--- src/rtl/trace_dfd_pkg.sv ---
// rtl/trace_dfd_pkg.sv - shared types and frame sizing for the trace readout path (TRACE_PARITY_EN adds a parity bit)
package trace_dfd_pkg;

    typedef enum logic [2:0] {
        IDLE,
        REQ,
        WAIT,
        LOAD,
        SHIFT,
        FIN
    } tr_state_t;

    // trace_buffer read data appears one cycle after the rd pulse; WAIT covers it
    localparam int RD_LAT = 1;

    function automatic int frame_bits(input int fpay);
`ifdef TRACE_PARITY_EN
        return fpay + 1;
`else
        return fpay;
`endif
    endfunction

endpackage

--- src/rtl/trace_shift_reg.sv ---
// rtl/trace_shift_reg.sv - LSB-first word serialiser with bit counter (TRACE_PARITY_EN appends odd parity)
module trace_shift_reg
    import trace_dfd_pkg::*;
#(
    parameter int Fpay = 32
) (
    input  logic            clk_i,
    input  logic            resetn_i,
    input  logic            load_i,
    input  logic [Fpay-1:0] data_i,
    input  logic            shift_i,
    output logic            bit_o,
    output logic            frame_done_o
);

    localparam int FRAME_BITS = frame_bits(Fpay);
    localparam int BC_W       = $clog2(FRAME_BITS + 1);

    logic [Fpay-1:0] sr_q;
    logic [BC_W-1:0] bit_cnt_q;

    always_ff @(posedge clk_i) begin
        if (!resetn_i) begin
            sr_q      <= '0;
            bit_cnt_q <= '0;
        end else if (load_i) begin
            sr_q      <= data_i;
            bit_cnt_q <= '0;
        end else if (shift_i) begin
            sr_q      <= sr_q >> 1;
            bit_cnt_q <= bit_cnt_q + 1'b1;
        end
    end

`ifdef TRACE_PARITY_EN
    logic par_q;

    always_ff @(posedge clk_i) begin
        if (!resetn_i) begin
            par_q <= 1'b0;
        end else if (load_i) begin
            par_q <= ~^data_i;
        end
    end

    // once the data bits are exhausted the frame's last slot carries the parity
    assign bit_o = (bit_cnt_q == BC_W'(Fpay)) ? par_q : sr_q[0];
`else
    assign bit_o = sr_q[0];
`endif

    assign frame_done_o = shift_i && (bit_cnt_q == BC_W'(FRAME_BITS - 1));

endmodule

--- src/rtl/trace_readout.sv ---
// rtl/trace_readout.sv - pops N trace words and serialises them to the JTAG scan path (TRACE_PARITY_EN adds parity bit)
module trace_readout
    import trace_dfd_pkg::*;
#(
    parameter int Fpay  = 32,
    parameter int CNT_W = 10
) (
    input  logic             clk,
    input  logic             reset,
    input  logic             start,
    input  logic [CNT_W-1:0] num_words,
    input  logic             abort,
    output logic             tb_rd,
    input  logic [Fpay-1:0]  tb_dout,
    input  logic             shift_en,
    output logic             tdo,
    output logic             tdo_valid,
    output logic             busy,
    output logic             done,
    output logic [CNT_W-1:0] words_left
);

    tr_state_t        state_q, state_d;
    logic [CNT_W-1:0] words_left_q, words_left_d;
    logic             sr_load, sr_shift, sr_bit, frame_done;

    assign sr_load  = (state_q == LOAD);
    assign sr_shift = (state_q == SHIFT) && shift_en && !abort;

    trace_shift_reg #(
        .Fpay(Fpay)
    ) u_shift (
        .clk_i       (clk),
        .resetn_i    (reset),
        .load_i      (sr_load),
        .data_i      (tb_dout),
        .shift_i     (sr_shift),
        .bit_o       (sr_bit),
        .frame_done_o(frame_done)
    );

    always_ff @(posedge clk) begin
        if (!reset) begin
            state_q      <= IDLE;
            words_left_q <= '0;
        end else begin
            state_q      <= state_d;
            words_left_q <= words_left_d;
        end
    end

    always_comb begin
        state_d      = state_q;
        words_left_d = words_left_q;
        tb_rd        = 1'b0;
        done         = 1'b0;
        case (state_q)
            IDLE: begin
                if (start) begin
                    if (num_words != '0) begin
                        state_d      = REQ;
                        words_left_d = num_words;
                    end else begin
                        state_d = FIN;
                    end
                end
            end
            REQ: begin
                tb_rd   = 1'b1;
                state_d = WAIT;
            end
            WAIT:  state_d = LOAD;
            LOAD:  state_d = SHIFT;
            SHIFT: begin
                if (frame_done) begin
                    if (words_left_q != '0) begin
                        words_left_d = words_left_q - 1'b1;
                    end
                    state_d = (words_left_q > CNT_W'(1)) ? REQ : FIN;
                end
            end
            FIN: begin
                done    = 1'b1;
                state_d = IDLE;
            end
            default: state_d = IDLE;
        endcase
        // abort wins over everything else, including a pending done
        if (abort && (state_q != IDLE)) begin
            state_d      = IDLE;
            words_left_d = '0;
            tb_rd        = 1'b0;
            done         = 1'b0;
        end
    end

    assign tdo_valid  = (state_q == SHIFT);
    assign tdo        = tdo_valid && sr_bit;
    assign busy       = (state_q != IDLE);
    assign words_left = words_left_q;

endmodule

--- config.mk ---
export PLATFORM = sky130hd
export DESIGN_NAME = trace_readout
export DESIGN_NICKNAME = d
export VERILOG_FILES = /design/src/rtl/trace_dfd_pkg.sv /design/src/rtl/trace_shift_reg.sv /design/src/rtl/trace_readout.sv
export SDC_FILE = /design/constraint.sdc
export NUM_CORES = 1
export LEC_CHECK = 0
export BUFFER_PORTS_ARGS = -buffer_cell sky130_fd_sc_hd__buf_2
export CORE_ASPECT_RATIO = 0.9
export CORE_MARGIN = 10
export CORE_UTILIZATION = 45
export DETAILED_ROUTE_END_ITERATION = 10
export PLACE_DENSITY = 0.68
export SKIP_CTS_REPAIR_TIMING = 1
export SLEW_MARGIN = 5
export SYNTH_ARGS = -nofsm -noshare
export SYNTH_HDL_FRONTEND = slang
export SYNTH_SLANG_ARGS = --single-unit
--- constraint.sdc ---
create_clock -name clk -period 2.2 [get_ports clk]
set_clock_uncertainty 0.2 [all_clocks]
set_input_delay 0 -clock clk [delete_from_list [all_inputs] [get_ports clk]]
set_output_delay 0 -clock clk [all_outputs]
set_load 0.01 [all_outputs]
==> report_table.html <==
<table>
<tr><th>Metric</th><th>Value</th></tr>
<tr><th colspan="2">Placed design</th></tr>
<tr><td>HPWL Detailed</td><td>5.31 mm</td></tr>
<tr><td>Final Wtd Congestion</td><td>0.911</td></tr>
<tr><td>Number of port buffers</td><td>61</td></tr>
<tr><td>Post-Place Setup Slack</td><td>95.8 ps</td></tr>
<tr><td>Dpl cells</td><td>429</td></tr>
<tr><th colspan="2">Final layout</th></tr>
<tr><td>Final Util</td><td>0.632</td></tr>
<tr><td>Commonest cells after routing, fill and taps aside</td><td>buf_2 (61), dfxtp_1 (51), dlygate4sd3_1 (44)</td></tr>
<tr><td>Area growth from synthesis to layout</td><td>38.2%</td></tr>
<tr><td>Nets</td><td>461</td></tr>
<tr><td>Most common library cell in the layout ignoring fill and taps</td><td>buf_2</td></tr>
<tr><td>Share of layout cells above drive strength 1</td><td>0.239</td></tr>
<tr><td>Count of antenna diodes in the layout</td><td>0</td></tr>
<tr><td>Count of non-filler cells in the finished layout</td><td>480</td></tr>
<tr><td>Number of fill cells</td><td>473</td></tr>
<tr><th colspan="2">Power and ir drop</th></tr>
<tr><td>Power density relative to cell area</td><td>609 nW/um^2</td></tr>
<tr><td>Leakage component of the power</td><td>1.41 nW</td></tr>
<tr><td>Peak VDD IR</td><td>0.000367 V</td></tr>
<tr><th colspan="2">Min path</th></tr>
<tr><td>Class of the worst hold path</td><td>in2reg</td></tr>
<tr><th colspan="2">Setup path</th></tr>
<tr><td>Data required time of the worst path</td><td>2200 ps</td></tr>
<tr><td>Biggest fanout along the worst timing path</td><td>8</td></tr>
<tr><td>Setup crit start kind</td><td>primary input</td></tr>
<tr><td>CP endpoint kind</td><td>flip-flop</td></tr>
<tr><td>Kind of critical path</td><td>in2reg</td></tr>
<tr><td>Arrival time reported for the critical path endpoint</td><td>2150 ps</td></tr>
<tr><th colspan="2">Global routing</th></tr>
<tr><td>Via count of the first global-routing pass</td><td>2485</td></tr>
<tr><td>Wire length of the first global-routing pass</td><td>12.2 mm</td></tr>
<tr><td>Number of antenna violations at the first check in global routing</td><td>0</td></tr>
<tr><td>Total Routing Usage GR</td><td>0.157</td></tr>
<tr><td>Pin count of the biggest net entering global routing</td><td>34</td></tr>
<tr><td>Gr ovfl total</td><td>0</td></tr>
<tr><th colspan="2">Route</th></tr>
<tr><td>Overall routed net length</td><td>7.98 mm</td></tr>
<tr><td>Average wire per cell in the routed design</td><td>16.6 um</td></tr>
<tr><td>Via-to-Cell Ratio</td><td>5.84</td></tr>
<tr><td>DRC marker count from the first detailed-route iteration</td><td>236</td></tr>
<tr><td>Antenna viol nets, final</td><td>0</td></tr>
<tr><td>Detailed-route DRC error count</td><td>0</td></tr>
<tr><td>Via total after detailed routing</td><td>2803</td></tr>
<tr><td>1st-pass router iterations</td><td>6</td></tr>
<tr><th colspan="2">Synthesis</th></tr>
<tr><td>Mean cell area of the mapped netlist</td><td>8.55 um^2</td></tr>
<tr><td>Cell area after synthesis</td><td>2570 um^2</td></tr>
<tr><td>Main flop type after synthesis</td><td>dfxtp_1</td></tr>
<tr><td>Gate count of the mapped netlist</td><td>301</td></tr>
<tr><td>YS warnings</td><td>0</td></tr>
<tr><td>Count of flip-flops with a built-in enable after synthesis</td><td>0</td></tr>
<tr><td>Share of the yosys chip area belonging to registers</td><td>0.397</td></tr>
<tr><td>Post-synthesis cell type count</td><td>56</td></tr>
<tr><td>Synth Net Count</td><td>352</td></tr>
<tr><td>Number of synthesized register bits</td><td>51</td></tr>
<tr><td>Post-synth ARST share</td><td>0</td></tr>
<tr><th colspan="2">STA</th></tr>
<tr><td>Maximum operating frequency</td><td>465 MHz</td></tr>
<tr><td>Time the worst path needs with I/O delays and setup</td><td>2150 ps</td></tr>
<tr><td>Hold violation total from the final report</td><td>0</td></tr>
<tr><td>Number of max-slew violations in the final report</td><td>0</td></tr>
<tr><td>Final number of setup-violating endpoints</td><td>0</td></tr>
<tr><td>Worst hold slack after final layout</td><td>49.7 ps</td></tr>
<tr><td>Relative slew margins</td><td>0.607</td></tr>
<tr><td>Minimum setup slack in the final design</td><td>48.9 ps</td></tr>
<tr><td>Ratio of final minimum period to clock period</td><td>0.978</td></tr>
<tr><td>Worst Tran Pin Value</td><td>586 ps</td></tr>
<tr><th colspan="2">Clock network</th></tr>
<tr><td>Clock transition at path regs</td><td>90 ps</td></tr>
<tr><td>Clock tree from TritonCTS</td><td>built</td></tr>
<tr><td>Library cell used as clock root buffer</td><td>clkbuf_8</td></tr>
<tr><td>Num CTS Buffers</td><td>5</td></tr>
<tr><td>H-tree Lvls</td><td>2</td></tr>
<tr><td>Clock tree buffer depth</td><td>2</td></tr>
<tr><td>Clk_lat worst skew</td><td>300 ps</td></tr>
<tr><td>Clock Sinks</td><td>51</td></tr>
<tr><th colspan="2">Status</th></tr>
<tr><td>Status</td><td>completed</td></tr>
<tr><th colspan="2">Floorplanning</th></tr>
<tr><td>Starting Density</td><td>0.457</td></tr>
<tr><td>Core Box Area</td><td>5630 um^2</td></tr>
<tr><td>Width of the die</td><td>99.7 um</td></tr>
<tr><td>Top-level I/O count</td><td>62</td></tr>
<tr><td>Y dimension of the die</td><td>91.7 um</td></tr>
<tr><td>Placement Rows</td><td>26</td></tr>
<tr><td>DIE AREA</td><td>9150 um^2</td></tr>
<tr><th colspan="2">Run</th></tr>
<tr><td>Max-cap violations</td><td>0</td></tr>
</table>
worst max-delay path, stage by stage:
cell and delay [ps]:
dlygate4sd3_1 540, buf_2 130, or4_1 640, o31ai_4 350, nor3_2 90, buf_4 180
a32o_1 210
routing by layer:
layer,GRT usage,share of wire
met2,0.241,0.48
met4,0.0382,0.0092
met5,0,0
met3,0.0383,0.070
met1,0.214,0.44
sequential cells by signal, summed over array words and instances (netlist names):
name / flops
state_q: 3
words_left: 10
u_shift.bit_cnt_q: 6
u_shift.sr_q: 32
synthesized netlist by cell type (4+ instances only):
library cell | instances | area, um^2
buf_2 | 8 | 40.0
nor2_1 | 12 | 45.0
nand4_1 | 12 | 75.1
nand2_1 | 41 | 154
and2_1 | 4 | 25.0
inv_1 | 6 | 22.5
ha_1 | 4 | 50.1
a22oi_1 | 29 | 218
mux2i_1 | 4 | 40.0
nor3_1 | 6 | 30.0
a32o_1 | 8 | 80.1
clkbuf_1 | 10 | 37.5
a21oi_1 | 42 | 210
or4_1 | 6 | 45.0
dfxtp_1 | 51 | 1020
per-stage QoR:
step | TNS (ps) | area [um^2] | total power, mW
finish | 0 | 3560 | 2.17
global route | -7.20 | 3560 | 2.27
CTS | 0 | 3110 | 2.11
detailed placement | 0 | 3000 | 1.47
global placement | 0 | 3000 | 1.47
floorplan | 0 | 2570 | 1.30
worst paths after layout:
check,start,to,slack (ps),cells past startpoint
worst min-delay path,abort,u_shift.bit_cnt_q[4],50,5
worst min register to register,u_shift.sr_q[0],u_shift.sr_q[0],260,2
worst max register to register,state_q[2],words_left[4],80,5
worst max-delay path,num_words[6],words_left[4],50,7
power breakdown:
part           leakage, nW  switching [mW]  internal (mW)  total [mW]
combinational        0.942           0.274          0.240       0.514
clock               0.0502           0.310          0.333       0.643
sequential           0.413          0.0449          0.964        1.01
cells by family (layout without fill, tap and decap cells):
family | count (synthesis) | count (layout) | share of synthesized area
XOR/XNOR | 5 | 5 | 0.0170
adder cells (fa/ha/maj) | 4 | 4 | 0.0194
multiplexers | 4 | 4 | 0.0156
flip-flops | 51 | 51 | 0.397
buffers and inverters | 29 | 138 | 0.0535
AND/OR/NAND/NOR | 104 | 104 | 0.218
AO/OA/AOI/OAI | 104 | 104 | 0.280
cell type report:
type	instances	area [um^2]	area share
multi-input cells	221	1430	0.401
flip-flops and latches	51	1020	0.287
repair buffers	124	888	0.250
well taps	70	87.6	0.0246
clock buffers	5	68.8	0.0193
clock inverters	2	37.5	0.0106
inverters	7	26.3	0.00739
Power figures use the tool's default switching activity.
